### config.mk
export PLATFORM = sky130hd
export DESIGN_NAME = btn_debounce
export DESIGN_NICKNAME = d
export VERILOG_FILES = /design/src/rtl/btn_debounce.sv
export SDC_FILE = /design/constraint.sdc
export NUM_CORES = 1
export LEC_CHECK = 0
export BUFFER_PORTS_ARGS = -buffer_cell sky130_fd_sc_hd__buf_2
export CAP_MARGIN = 20
export CORE_ASPECT_RATIO = 1.1
export CORE_MARGIN = 2
export CORE_UTILIZATION = 61
export DETAILED_ROUTE_END_ITERATION = 8
export GPL_TIMING_DRIVEN = 0
export PLACE_DENSITY = 0.79
export SYNTH_ARGS = -nofsm -noshare
export SYNTH_HDL_FRONTEND = slang
export SYNTH_SLANG_ARGS = --single-unit
### constraint.sdc
create_clock -name clk -period 2.4 [get_ports clk]
set_input_delay 0.24 -clock clk [delete_from_list [all_inputs] [get_ports clk]]
set_output_delay 0.24 -clock clk [all_outputs]
set_load 0.1 [all_outputs]
### src/rtl/btn_debounce.sv
// Per-channel synchroniser and debouncer for raw push-buttons.
// Each channel has a two-flop sync, a stability counter, a registered level and press/release pulses.
module btn_debounce #(
    parameter int N               = 4,
    parameter int DEBOUNCE_CYCLES = 50000,
    parameter int CNT_W           = 16
) (
    input  logic         clk,
    input  logic         rst,
    input  logic [N-1:0] btn_raw,
    output logic [N-1:0] btn_level,
    output logic [N-1:0] btn_press,
    output logic [N-1:0] btn_release
);

    localparam logic [CNT_W-1:0] CNT_LAST = CNT_W'(DEBOUNCE_CYCLES - 1);

    logic [N-1:0]     s1;
    logic [N-1:0]     s2;
    logic [CNT_W-1:0] cnt [N];

    always_ff @(posedge clk) begin
        if (rst) begin
            s1          <= '0;
            s2          <= '0;
            btn_level   <= '0;
            btn_press   <= '0;
            btn_release <= '0;
            for (int i = 0; i < N; i++) begin
                cnt[i] <= '0;
            end
        end else begin
            s1          <= btn_raw;
            s2          <= s1;
            btn_press   <= '0;
            btn_release <= '0;
            for (int i = 0; i < N; i++) begin
                if (s2[i] == btn_level[i]) begin
                    cnt[i] <= '0;
                end else if (cnt[i] == CNT_LAST) begin
                    // Count clears on the flip, so it never runs past CNT_LAST.
                    btn_level[i]   <= s2[i];
                    btn_press[i]   <= s2[i];
                    btn_release[i] <= ~s2[i];
                    cnt[i]         <= '0;
                end else begin
                    cnt[i] <= cnt[i] + CNT_W'(1);
                end
            end
        end
    end

endmodule

==> impl_results.md <==
* First-pass GRT wire length at 12.2 mm
* Clk buf depth at 2
* Dpl ws at 0.116 ns
* Reg-to-reg endpoint: cnt[0][15]
* Element type at the critical path end: flip-flop
* Die area at 7440 um^2
* GR Util met3 at 0.0530
* Residual DRC count at 0
* Area of the multi-input gates at 1950 um^2
* Min-Delay Startpoint: btn_raw[1]
* Seq. cell area at 2320 um^2
* Cts bufs inserted at 9
* Pins Over Slew Limit at 0
* Sequential-to-total area share from yosys stat at 0.562
* Critical Path Source Type: flip-flop
* Crit share post-route at 0.950
* Grt peak-use layer: met2
* Routed vias/inst at 5.29
* Synth Area in Adders at 0.0121
* Worst VDD drop at about 390 uV
* R2R depth at 5
* Num rows at 31
* Worst Skew at 0.00777 ns
* Final setup TNS at 0 ns
* CP Data Required Time at 2.50 ns
* Min-Delay Path Class: in2reg
* Async SR Flop Fraction at 0
* Number of synthesis warnings at 0
* Pwr dens at between 600 and 700 nW/um^2
* Initial antenna violation count at 0
* Clk_lat worst skew at between 0.3 and 0.4 ns
* Vias at 2949
* CTS tree: built
* Synth area leaders: edfxtp_1 47%, xnor2_1 10%, dfxtp_1 9.7%
* Synth Area in Compound Gates at 0.0130
* Proportion of layout cells with a drive suffix above 1 at 0.0947
* Worst hold endpoint: s1[1]
* First-iteration detailed-routing DRC count at 123
* RePlAce Congestion at 0.870
* Nets at 480
* GRT overflow at 0
* Final WL at 7.04 mm
* Global-route met1 utilization at 0.277
* All-Layer GR Usage at 0.211
* FF-to-FF Start: cnt[0][13]
* Worst Path Arrival at 2.38 ns
* Ys flop type: edfxtp_1
* Clock Pin Slew Worst Setup and Hold Paths at roughly 0.08 ns
* Mux contribution to synthesized area at 0.00485
* Diode count at 0
* Synth-to-layout area growth at 15.5%
* Main combinational cell family by area after synthesis: simple AND/OR/NAND/NOR gates
* Post-synth top cells: 69 x nor2_1, 64 x edfxtp_1, 49 x xnor2_1, 22 x nor3_1, 21 x nand3_1
* Critical path type: reg2reg
* Number of I/O pins at 18
* Port Buf Inserts at 16
* Status: finished, final reports clean
* Most frequent cell after synthesis: nor2_1
* Min Tclk post-route at 2.28 ns
* Final hold vios at 0
* Post-DP HPWL at 5.03 mm
* Die X at 82.4 um
* Max-cap viol count at 0
* # clock sinks at 84
* Final WS setup at around 0.12 ns
* Synthesized area per cell at around 11 um^2
* Global-route met2 utilization at 0.333
* Syn Inst Count at approximately 380
* RSZ-0062 raised after global routing: no
* Vias in the first global route at around 2800
* Synth Area in Simple Gates at 0.261
* Htree depth at 3
* Leak pwr at 1.67 nW
* Max Fclk at 438 MHz
* Drt wl/cell at 12.6 um
* Synthesized area at 4130 um^2
* Seq cells post-synth at 84
* Flop-to-flop setup slack at 0.12 ns
* Top-area cell type share of the netlist area at 0.465
* XOR/XNOR Fraction of Synth Area at 0.123
* Filler instances at 493
* Pin count of the biggest net entering global routing at 14
* EDFF count, synth at 64
* Crit-path max FO at 10
* Hold Path Stages at 2
* Core box area at 6560 um^2
* Post-route ant nets at 0
* DRT Pass-1 Iters at 5
* Synth unique cells at 42
* Root buf cell: clkbuf_8
* Post-CTS Setup Inserts at 0
* Area leader, netlist: edfxtp_1
* Initial Util at 0.630
* Die height at 90.3 um
* Final setup viols at 0
==> report_power, final <==
part	switching, W	internal, W
Combinational	0.0000703	0.0000525
Clock	0.000490	0.000636
Sequential	0.0000572	0.00161
Total	0.000617	0.00230
==> cell type report <==
type,count,share of cell area
sequential,84,0.487
multi-input combinational,339,0.409
clock buffer,11,0.0317
tap,82,0.0215
timing repair buffer,16,0.0168
clock inverter,5,0.0155
inverter,12,0.00944
buffer,8,0.00918
==> cell families after synthesis <==
family,Yosys count
AOI/OAI and AO/OA,7
DFF,84
other,1
xor gates and xnor gates,58
adders and majority gates,4
and+or+nand+nor,204
muxes,2
buffers and inverters,21
==> routing by layer <==
layer	vias up	share of wire
li1	1488	-
met1	1398	0.47
met2	50	0.48
met3	13	0.034
met4	0	0.017
met5	-	0
==> critical path, cell delays in order (launching register included) <==
cell and delay (ns):
edfxtp_1 0.44, or4b_1 0.53, or4_4 0.54, o21ai_2 0.24
buf_4 0.22, nor2_1 0.06
==> worst max path at each step <==
stage	slack, ns	cells past startpoint	endpoint	start
after global routing	0.01	5	cnt[0][8]	cnt[0][13]
final	0.12	5	cnt[0][15]	cnt[0][13]
after detailed placement	0.12	5	cnt[0][15]	cnt[0][13]
after CTS	0.11	5	cnt[0][15]	cnt[0][13]
after floorplan	0.26	4	cnt[0][1]	cnt[0][13]
after global placement	0.13	6	cnt[3][14]	cnt[3][4]
==> sequential cells by signal, summed over array words and instances (netlist names) <==
signal       count
s2               4
btn_press        4
s1               4
cnt             64
btn_level        4
btn_release      4
==> per-stage QoR <==
stage | area, um^2 | std cells | utilization | hold slack (ns) | total power [W]
final | 4770 | 557 | 0.728 | 0.107 | 0.00292
after CTS | 4770 | 558 | 0.728 | 0.0943 | 0.00293
after floorplan | 4370 | 444 | - | 0.368 | 0.00179
after global routing | 4770 | 557 | 0.728 | 0.0858 | 0.00303
after detailed placement | 4550 | 542 | 0.694 | 0.432 | 0.00182
after global placement | 4550 | 542 | 0.694 | 0.423 | 0.00182
==> repair_timing <==
item,in CTS,in global routing
hold buffers,0,0
endpoints found under the setup margin,0,10
resized for setup,0,0
==> placed cells by master, fill, tap and decap left out, types with 6 or more instances in the layout <==
cell,count
buf_2,17
clkbuf_8,11
conb_1,64
dfxtp_1,20
edfxtp_1,64
inv_1,12
nand2_1,14
nand2b_1,6
nand3_1,21
nand4_1,17
nor2_1,69
nor2b_1,8
nor3_1,22
nor4_1,17
nor4b_1,6
xnor2_1,49
xor2_1,9
No activity file was read; power rests on OpenSTA's default activity.
